## config.mk

```make
export PLATFORM = sky130hd
export DESIGN_NAME = eco32f_lsu
export DESIGN_NICKNAME = d
export VERILOG_FILES = /design/src/rtl/eco32f_lsu_pkg.sv /design/src/rtl/eco32f_lsu_lane.sv /design/src/rtl/eco32f_lsu.sv
export SDC_FILE = /design/constraint.sdc
export NUM_CORES = 1
export LEC_CHECK = 0
export ABC_AREA = 0
export CAP_MARGIN = 0
export CORE_ASPECT_RATIO = 0.75
export CORE_MARGIN = 3
export CORE_UTILIZATION = 43
export DETAILED_ROUTE_END_ITERATION = 10
export GPL_TIMING_DRIVEN = 0
export PLACE_DENSITY = 0.81
export SYNTH_ARGS = -nofsm -noshare
export SYNTH_HDL_FRONTEND = slang
export SYNTH_SLANG_ARGS = --single-unit
export TNS_END_PERCENT = 10
```

## constraint.sdc

```tcl
create_clock -name clk -period 1.6 [get_ports clk]
set_input_delay 0.32 -clock clk [delete_from_list [all_inputs] [get_ports clk]]
set_output_delay 0.32 -clock clk [all_outputs]
set_load 0.02 [all_outputs]
```

## src/rtl/eco32f_lsu_pkg.sv

```systemverilog
// Shared eco32f LSU definitions: access-width encodings, FSM states, MEM request record.
package eco32f_lsu_pkg;

    localparam logic [1:0] LSU_BYTE = 2'd0;
    localparam logic [1:0] LSU_HALF = 2'd1;
    localparam logic [1:0] LSU_WORD = 2'd2;

    typedef enum logic {
        ST_IDLE = 1'b0,
        ST_BUS  = 1'b1
    } lsu_state_t;

    // What the MEM stage must remember to finish a load once the bus terminates.
    typedef struct packed {
        logic       load;
        logic       zext;
        logic [1:0] width;
        logic [1:0] adr_lo;
    } mem_req_t;

    // The reserved encoding 3 behaves as a word access.
    function automatic logic [1:0] lsu_norm_width(input logic [1:0] w);
        return (w == LSU_BYTE || w == LSU_HALF) ? w : LSU_WORD;
    endfunction

endpackage

```

## src/rtl/eco32f_lsu_lane.sv

```systemverilog
// Big-endian lane steering: request-side sel/store replication/misalign, response-side extraction.
// Latency: purely combinational.
// Backpressure: none; evaluated every cycle.
module eco32f_lsu_lane
    import eco32f_lsu_pkg::*;
#(
    parameter int ALIGN_CHECK = 1
) (
    input  logic [1:0]  req_width,
    input  logic [31:0] req_adr,
    input  logic [31:0] req_dat,
    output logic [31:0] req_adr_eff,
    output logic [3:0]  req_sel,
    output logic [31:0] req_dat_rep,
    output logic        req_misalign,
    input  logic [1:0]  rsp_width,
    input  logic [1:0]  rsp_adr_lo,
    input  logic        rsp_zext,
    input  logic [31:0] rsp_dat,
    output logic [31:0] rsp_result
);

    logic [1:0]  w_req;
    logic [1:0]  w_rsp;
    logic        misalign_raw;
    logic [7:0]  byte_v;
    logic [15:0] half_v;

    assign w_req = lsu_norm_width(req_width);
    assign w_rsp = lsu_norm_width(rsp_width);

    // Without alignment checking the offending low bits are simply dropped.
    always_comb begin
        req_adr_eff = req_adr;
        case (w_req)
            LSU_HALF: misalign_raw = req_adr[0];
            LSU_WORD: misalign_raw = |req_adr[1:0];
            default:  misalign_raw = 1'b0;
        endcase
        if (ALIGN_CHECK == 0) begin
            if (w_req == LSU_HALF) begin
                req_adr_eff[0] = 1'b0;
            end else if (w_req == LSU_WORD) begin
                req_adr_eff[1:0] = 2'b00;
            end
        end
    end

    assign req_misalign = (ALIGN_CHECK != 0) && misalign_raw;

    always_comb begin
        case (w_req)
            LSU_BYTE: begin
                req_sel     = 4'b1000 >> req_adr_eff[1:0];
                req_dat_rep = {4{req_dat[7:0]}};
            end
            LSU_HALF: begin
                req_sel     = req_adr_eff[1] ? 4'b0011 : 4'b1100;
                req_dat_rep = {2{req_dat[15:0]}};
            end
            default: begin
                req_sel     = 4'b1111;
                req_dat_rep = req_dat;
            end
        endcase
    end

    always_comb begin
        case (rsp_adr_lo)
            2'd0:    byte_v = rsp_dat[31:24];
            2'd1:    byte_v = rsp_dat[23:16];
            2'd2:    byte_v = rsp_dat[15:8];
            default: byte_v = rsp_dat[7:0];
        endcase
        half_v = rsp_adr_lo[1] ? rsp_dat[15:0] : rsp_dat[31:16];
        case (w_rsp)
            LSU_BYTE: rsp_result = {{24{byte_v[7] & ~rsp_zext}}, byte_v};
            LSU_HALF: rsp_result = {{16{half_v[15] & ~rsp_zext}}, half_v};
            default:  rsp_result = rsp_dat;
        endcase
    end

endmodule

```

## src/rtl/eco32f_lsu.sv

```systemverilog
// eco32f memory-stage load/store unit: one big-endian data-bus cycle per access.
// Latency: bus signals one cycle after EX->MEM accept; load result registered on the terminating edge.
// Backpressure: mem_lsu_stall holds MEM while the bus cycle is open; ex_stall blocks new requests.
module eco32f_lsu
    import eco32f_lsu_pkg::*;
#(
    parameter int ALIGN_CHECK = 1
) (
    input  logic        clk,
    input  logic        rst,
    input  logic        ex_stall,
    input  logic        ex_op_load,
    input  logic        ex_op_store,
    input  logic [1:0]  ex_lsu_width,
    input  logic        ex_lsu_zext,
    input  logic [31:0] ex_add_result,
    input  logic [31:0] ex_rf_y,
    output logic        mem_lsu_stall,
    output logic        mem_except_align,
    output logic        wb_except_bus,
    output logic        wb_op_load,
    output logic [31:0] wb_lsu_result,
    output logic [31:0] dbus_adr_o,
    output logic [31:0] dbus_dat_o,
    output logic [3:0]  dbus_sel_o,
    output logic        dbus_we_o,
    output logic        dbus_cyc_o,
    output logic        dbus_stb_o,
    input  logic [31:0] dbus_dat_i,
    input  logic        dbus_ack_i,
    input  logic        dbus_err_i
);

    lsu_state_t  state, state_nxt;
    mem_req_t    mem_req;
    logic        term;
    logic        req;
    logic        accept;
    logic        accept_bus;
    logic [31:0] lane_adr_eff;
    logic [3:0]  lane_sel;
    logic [31:0] lane_dat;
    logic        lane_misalign;
    logic [31:0] lane_result;

    eco32f_lsu_lane #(
        .ALIGN_CHECK(ALIGN_CHECK)
    ) u_lane (
        .req_width   (ex_lsu_width),
        .req_adr     (ex_add_result),
        .req_dat     (ex_rf_y),
        .req_adr_eff (lane_adr_eff),
        .req_sel     (lane_sel),
        .req_dat_rep (lane_dat),
        .req_misalign(lane_misalign),
        .rsp_width   (mem_req.width),
        .rsp_adr_lo  (mem_req.adr_lo),
        .rsp_zext    (mem_req.zext),
        .rsp_dat     (dbus_dat_i),
        .rsp_result  (lane_result)
    );

    // A new request may only enter when MEM is free or is being freed on this edge.
    assign term       = (state == ST_BUS) && (dbus_ack_i || dbus_err_i);
    assign req        = !ex_stall && (ex_op_load || ex_op_store);
    assign accept     = req && ((state == ST_IDLE) || term);
    assign accept_bus = accept && !lane_misalign;

    always_ff @(posedge clk) begin
        if (rst) begin
            state <= ST_IDLE;
        end else begin
            state <= state_nxt;
        end
    end

    always_comb begin
        state_nxt = state;
        case (state)
            ST_IDLE: if (accept_bus) state_nxt = ST_BUS;
            ST_BUS:  if (term)       state_nxt = accept_bus ? ST_BUS : ST_IDLE;
            default:                 state_nxt = ST_IDLE;
        endcase
    end

    always_comb begin
        mem_lsu_stall = (state == ST_BUS) && !(dbus_ack_i || dbus_err_i);
    end

    always_ff @(posedge clk) begin
        if (rst) begin
            mem_req          <= '0;
            mem_except_align <= 1'b0;
            wb_except_bus    <= 1'b0;
            wb_op_load       <= 1'b0;
            wb_lsu_result    <= 32'd0;
            dbus_adr_o       <= 32'd0;
            dbus_dat_o       <= 32'd0;
            dbus_sel_o       <= 4'd0;
            dbus_we_o        <= 1'b0;
            dbus_cyc_o       <= 1'b0;
            dbus_stb_o       <= 1'b0;
        end else begin
            wb_op_load       <= 1'b0;
            wb_except_bus    <= 1'b0;
            mem_except_align <= 1'b0;

            // err takes priority over a simultaneous ack and leaves the result untouched.
            if (term) begin
                if (dbus_err_i) begin
                    wb_except_bus <= 1'b1;
                end else begin
                    wb_op_load <= mem_req.load;
                    if (mem_req.load) begin
                        wb_lsu_result <= lane_result;
                    end
                end
            end

            if (accept) begin
                mem_req.load     <= ex_op_load && !ex_op_store;
                mem_req.zext     <= ex_lsu_zext;
                mem_req.width    <= ex_lsu_width;
                mem_req.adr_lo   <= lane_adr_eff[1:0];
                mem_except_align <= lane_misalign;
            end

            if (accept_bus) begin
                dbus_adr_o <= {lane_adr_eff[31:2], 2'b00};
                dbus_dat_o <= lane_dat;
                dbus_sel_o <= lane_sel;
                dbus_we_o  <= ex_op_store;
                dbus_cyc_o <= 1'b1;
                dbus_stb_o <= 1'b1;
            end else if (term) begin
                dbus_adr_o <= 32'd0;
                dbus_dat_o <= 32'd0;
                dbus_sel_o <= 4'd0;
                dbus_we_o  <= 1'b0;
                dbus_cyc_o <= 1'b0;
                dbus_stb_o <= 1'b0;
            end
        end
    end

endmodule
```

==> results of run 1 <==
-- flip-flops by register name, indices dropped and copies added (netlist names) --
register          flops
dbus_adr_o           30
dbus_dat_o           32
dbus_stb_o            1
wb_except_bus         1
dbus_sel_o            4
wb_lsu_result        32
mem_except_align      1
state                 1
mem_req               6
wb_op_load            1
dbus_we_o             1
-- how the worst max path moves through the flow --
stage | to | from | cells past startpoint | slack, ps
finish | mem_lsu_stall | state | 3 | -80
global route | dbus_adr_o[25] | state | 4 | -110
CTS | mem_lsu_stall | state | 4 | -110
detailed placement | mem_lsu_stall | dbus_ack_i | 5 | -760
global placement | mem_lsu_stall | dbus_ack_i | 5 | -740
floorplan | dbus_we_o | dbus_ack_i | 6 | 20
-- through the flow --
stage | area (um2) | TNS, ps | setup slack [ps] | total power [mW]
final | 7755 | -81.29 | -81.29 | 6.595
after floorplan | 5021 | 0 | 15.98 | 3.570
after global routing | 7755 | -1952 | -114.7 | 6.816
after CTS | 7542 | -115.4 | -114.4 | 6.540
after global placement | 7288 | -50740 | -744.5 | 4.201
after detailed placement | 7288 | -55970 | -764.3 | 4.226
-- cell families (layout without fill, tap and decap cells) --
family | count (synthesis) | after routing
mux | 30 | 30
simple gates | 216 | 216
other cells | 1 | 4
flops | 110 | 110
buf+inv | 62 | 293
compound gates | 155 | 155
-- critical path: stages (launching register included) --
cell and delay [ps]:
dfxtp_2 360, or3b_4 440, inv_2 80, buf_6 120
-- cell type report --
| class | count | area share, % |
|---|---|---|
| diodes | 2 | 0.06454 |
| inverters | 6 | 0.3388 |
| clock inverters | 6 | 1.081 |
| clock buffers | 10 | 3.082 |
| well taps | 140 | 2.259 |
| multi-input cells | 403 | 33.46 |
| plain buffers | 54 | 4.405 |
| repair buffers | 217 | 26.78 |
| flip-flops and latches | 110 | 28.53 |
-- timing repair --
action | 4_1_cts | 5_1_grt
setup buffers | 0 | 6
endpoints found under the setup margin | 206 | 101
gates resized for setup | 137 | 44
cloned | 0 | 2
pin swaps | 1 | 4
-- power breakdown --
group | switching (mW) | total (mW) | leakage [nW] | internal, mW
Clock | 1.11 | 2.41 | 0.158 | 1.30
Combinational | 0.696 | 1.29 | 2.30 | 0.590
Sequential | 0.0640 | 2.90 | 0.896 | 2.84
-- metal layers --
metal,vias up,global-route usage (%)
li1,2523,-
met1,2599,36.61
met2,278,43.32
met3,39,6.763
met4,0,9.091
met5,-,0
-- layout by cell type (no fill, tap or decap), drive strengths merged, types with 4 or more instances in the layout --
master	netlist	routed
nand3	67	67
and2	8	8
clkdlybuf4s50	0	98
dlymetal6s2s	0	4
o31ai	28	28
a22o	9	9
nor2	50	50
nand2b	41	41
clkbuf	27	41
a211oi	25	25
a21oi	17	17
dfxtp	110	110
a22oi	8	8
nor3	7	7
o41ai	6	6
mux2i	30	30
o22ai	14	14
o21ai	42	42
dlygate4sd2	0	105
nand2	30	30
inv	5	8
buf	29	33
==> summary.txt, run 1 <==
Run status
  – Status: finished with violations
  – Failing checks: setup timing

Logic synthesis
  – Post-Synth Adder-Cell Area: 0%
  – Yosys reg bits: 110
  – Synth Instances: 574
  – Commonest register cell after synthesis: dfxtp_1
  – Cell taking the most area after synthesis: dfxtp_1
  – Post-synthesis cell type count: 43
  – Avg Cell Area, Syn: 8.741 um2
  – Synth area leaders: dfxtp_1, nand3_1, mux2i_1
  – Post-synthesis compound-gate area fraction: 21.72%
  – Asr flop ratio synth: 0%
  – Yosys warnings: 0
  – Mux cell area share after synthesis: 5.985%
  – Simple-gate share of the synthesized area: 21.80%
  – Post-synthesis xor/xnor area fraction: 0%
  – Synth Cell Area: 5017 um2
  – Main combinational cell family by area after synthesis: simple AND/OR/NAND/NOR gates
  – Share of Yosys cell area claimed by the top area cell type: 43.89%
  – Seq/Total Area, Yosys: 43.89%
  – Number of enable flip-flop cells after synthesis: 0
  – Synth top cells by count: dfxtp_1, nand3_1, nor2_1
  – Most common cell in the netlist: dfxtp_1

STA
  – Worst slew pin tran: 535.0 ps
  – RSZ-0062 raised after global routing: true
  – Setup violators final: 1
  – Worst setup margin: -81.29 ps
  – Post-Route Skew: 7.409 ps
  – Max-slew violation count: 0
  – Min Tclk post-route: 1681 ps
  – Final hold violations: 0
  – Final period utilization: 105.1%
  – Min Hold Slack: 382.6 ps
  – Slew HR: 64.33%
  – Fmax: 594.8 MHz

Worst setup path
  – Critical path arrival: 1360 ps
  – Startpoint Class: register
  – Crit-path max FO: 6
  – R2R Path Start: state
  – WS Path Type: register to output pin
  – R2r endpoint: dbus_dat_o[1]
  – Worst EP required: 1280 ps
  – Reg2reg path depth: 4
  – Setup slack, reg-to-reg: 0 ps
  – Crit. End Element: output pin

Cells and area
  – Post-layout util: 69.56%
  – Finished Layout Cells: 948
  – P&R area growth vs syn: 54.56%
  – Fill count: 943
  – Share of cells above drive strength 1: 12.90%
  – Number of nets in the finished design: 907
  – Register area: 2212 um2
  – Multi-input gate area: 2595 um2

CTS
  – Root Buffer: clkbuf_16
  – CTS tree: built
  – H-Tree Depth: 3
  – Later-pin clock latency in the skew report: 350 ps
  – CTS Buf Count: 9
  – Sinks on Clock Net: 110
  – Maximum root-to-sink buffer count: 2
  – # hold bufs at CTS: 0
  – Clock Pin Slew Worst Setup and Hold Paths: 80 ps

Worst hold path
  – Worst Hold Endpoint: wb_except_bus
  – Hold Path Depth: 3
  – Worst Hold Class: input port to register
  – Hold_sp: dbus_err_i

Global route
  – Initial antenna violation count: 2
  – First-pass GRT wire length: 27970 um
  – Largest net degree at the start of global routing: 21
  – Vias in the first global route: 5272
  – Gr usage total: 27.36%
  – GR Overflow Total: 0

Power and ir drop
  – Leakage power: 3.349 nW
  – Pwr/cell area: 850.4 nW/um2
  – Worst IR Drop VDD: 0.6751 mV

Floorplanning
  – Die X-Extent: 130.7 um
  – FP Rows: 33
  – IO Pins: 213
  – Die height: 99.55 um
  – Die area: 13010 um2
  – Initial Util: 45.01%
  – Core region area: 11150 um2

Route
  – DR DRC count: 0
  – Number of DRC markers in iteration 0: 484
  – Met3 WL: 1481 um
  – Via Count: 5439
  – DRT Wirelength: 18630 um
  – Metal-1 WL: 7940 um
  – Met2 routed WL: 8629 um
  – Drt wl/cell: 19.66 um
  – DRT Pass-1 Iters: 5
  – Via density: 5.737
  – Antenna Nets Post-Route: 0
  – Highest metal used: met4

Placement
  – Dpl cells: 924
  – DP HPWL: 14220 um
  – Final Wtd Congestion: 0.9599
  – Buffers on Ports: 209

Flow run
  – Max_cap viols: 0
Power figures use the tool's default switching activity.
==> run 2: changes to the inputs <==
- CORE_UTILIZATION: 43 -> 30
- PLACE_DENSITY: 0.81 -> not set
==> run 2 against run 1 <==
Net effect: the flow still finishes with violations (setup timing); die area up 41%; flip-flop and latch count unchanged; critical path depth unchanged; global-route usage down 6.3 points; clock-buffer cell count unchanged; via count down 3.5%; wire length up 6.4%; utilization down 22 points; clock power down 8%; largest power group unchanged.
==> summary.txt, run 2 (same netlist as run 1, synthesis figures left out) <==
Run status
  – Status: finished with violations
  – Failing checks: setup timing

Worst setup path
  – Crit path from: state
  – Crit path largest cell delay: 450 ps (about the same)
  – Crit-path max FO: 5 (-1)
  – CP max stage cell: or3b_4
  – Crit. End Element: output pin
  – WS Path Type: register to output pin
  – R2R Path Start: mem_req[0]
  – Critical-path cell list: or3b_4 > inv_4 > buf_6
  – Startpoint Class: register
  – Worst EP required: 1280 ps (about the same)
  – Setup slack, reg-to-reg: 20 ps (+20 ps)
  – Critical path arrival: 1360 ps (about the same)

Cells and area
  – Design Area, Final: 7729 um2 (-0.34%)
  – Top flop regs: dbus_dat_o: 32 flops, wb_lsu_result: 32 flops, dbus_adr_o: 30 flops
  – Fill count: 1582 (+68%)
  – Finished Layout Cells: 1015 (+7.1%)
  – P&R area growth vs syn: 54.04%
  – Multi-input gate area: 2567 um2 (-1.1%)
  – Register area: 2205 um2 (-0.34%)
  – Share of cells above drive strength 1: 11.93% (-0.98 points)
  – Number of diodes: 0 (-2)
  – Highest-count cells in the layout ignoring fill and taps: dfxtp_1, dlygate4sd2_1, clkdlybuf4s50_1, nand3_1, nor2_1
  – Number of nets in the finished design: 906 (-0.11%)

Route
  – Antenna Nets Post-Route: 0 (unchanged)
  – Via Count: 5247 (-3.5%)
  – DRT Pass-1 Iters: 4 (-1)
  – Drt wl/cell: 19.54 um (-0.60%)
  – Number of DRC markers in iteration 0: 274 (-43%)
  – DR DRC count: 0 (unchanged)
  – DRT Wirelength: 19830 um (+6.4%)
  – Via density: 5.169 (-9.9%)

CTS
  – Later-pin clock latency in the skew report: 350 ps (about the same)
  – CTS tree: built
  – CTS Buf Count: 9 (unchanged)
  – Maximum root-to-sink buffer count: 2 (unchanged)
  – Sinks on Clock Net: 110 (unchanged)
  – Clock Pin Slew Worst Setup and Hold Paths: 80 ps (about the same)
  – H-Tree Depth: 3 (unchanged)
  – # hold bufs at CTS: 0 (unchanged)
  – Root Buffer: clkbuf_16

STA
  – Final period utilization: 105.2% (about the same)
  – RSZ-0062 raised after global routing: true
  – Final hold violations: 0 (unchanged)
  – Slew HR: 61.00% (-3.3 points)
  – Max-slew violation count: 0 (unchanged)
  – Min Tclk post-route: 1683 ps (+1.616 ps)
  – Fmax: 594.2 MHz (about the same)
  – Worst slew pin tran: 585.0 ps (+49.98 ps)
  – Setup violators final: 2 (+1)
  – Worst setup margin: -82.90 ps (-1.616 ps)
  – Post-Route Skew: 6.466 ps (-0.9430 ps)
  – Min Hold Slack: 391.3 ps (+8.684 ps)

Flow run
  – Max_cap viols: 0 (unchanged)

Floorplanning
  – Die height: 118.0 um (+19%)
  – IO Pins: 213 (unchanged)
  – Core region area: 16220 um2 (+45%)
  – FP Rows: 40 (+21%)
  – Die area: 18330 um2 (+41%)
  – Die X-Extent: 155.3 um (+19%)
  – Initial Util: 30.94% (-14 points)

Global route
  – Gr usage total: 21.08% (-6.3 points)
  – GR Overflow Total: 0 (unchanged)
  – Initial antenna violation count: 0 (-2)
  – First-pass GRT wire length: 30680 um (+9.7%)
  – Vias in the first global route: 5362 (+1.7%)
  – Largest net degree at the start of global routing: 20 (-4.8%)

Worst hold path
  – Worst Hold Class: input port to register
  – Hold_sp: dbus_err_i

Power and ir drop
  – Worst IR Drop VDD: 0.4835 mV (-28%)
  – Leakage power: 3.287 nW (-1.9%)
  – Pwr/cell area: 829.4 nW/um2 (-2.5%)

Placement
  – DP HPWL: 15360 um (+8.0%)
  – Dpl ws: -794.9 ps (-30.54 ps)
  – Final Wtd Congestion: 0.8957 (-6.7%)
  – Buffers on Ports: 209 (unchanged)
  – Placed Area: 7376 um2 (+1.2%)
  – Dpl cells: 994 (+7.6%)
-- run 2: power by group --
part / total (mW) / internal (mW) / switching (mW)
Sequential: 2.90 / 2.84 / 0.0606
Combinational: 1.30 / 0.591 / 0.707
Clock: 2.21 / 1.09 / 1.12
Total: 6.41 / 4.52 / 1.89
-- run 2: final timing paths --
| path | cells after the start | to |
|---|---|---|
| max reg2reg | 4 | wb_lsu_result[9] |
| min | 3 | wb_except_bus |
| max | 3 | mem_lsu_stall |
| min reg2reg | 2 | dbus_dat_o[3] |
-- run 2: final cells by class --
type | count | share of cell area, %
multi-input combinational | 403 | 33.22
buffer | 55 | 4.630
tap | 210 | 3.400
sequential | 110 | 28.53
timing repair buffer | 215 | 26.21
clock buffer | 10 | 2.963
inverter | 6 | 0.3400
clock inverter | 6 | 0.7123
-- run 2: layer usage --
layer / up-vias / wire length [um] / track usage (%)
li1: 2519 / - / -
met1: 2508 / 9619 / 30.78
met2: 199 / 8701 / 31.62
met3: 21 / 1226 / 4.447
met4: 0 / 283 / 5.194
met5: - / 0 / 0
-- run 2: metrics by stage --
| step | setup TNS [ps] | utilization, % | total power [mW] |
|---|---|---|---|
| after global routing | -2285 | 47.66 | 6.662 |
| final | -105.0 | 47.66 | 6.410 |
| after CTS | -782.9 | 47.15 | 6.444 |
| after detailed placement | -61380 | 45.49 | 4.253 |
| after global placement | -57350 | 45.49 | 4.235 |
| after floorplan | 0 | - | 3.570 |
-- run 2: worst max-delay path, delay by kind of cell, from the launching register on --
family	cells	cell delay, ps
flip-flops	1	360
AND/OR/NAND/NOR	1	450
buffers and inverters	2	200
-- run 2: what timing repair did --
action                     in CTS  in global routing
gates cloned                    1                  0
pin swaps                       3                  2
resized for setup             142                 39
setup buffers                   3                  2
setup endpoints to repair     208                108
==> run 3: changes to the inputs <==
- CTS_CLUSTER_SIZE: not set -> 24
==> results of run 3 <==
Final layout, timing and power as in run 2 (identical DEF).
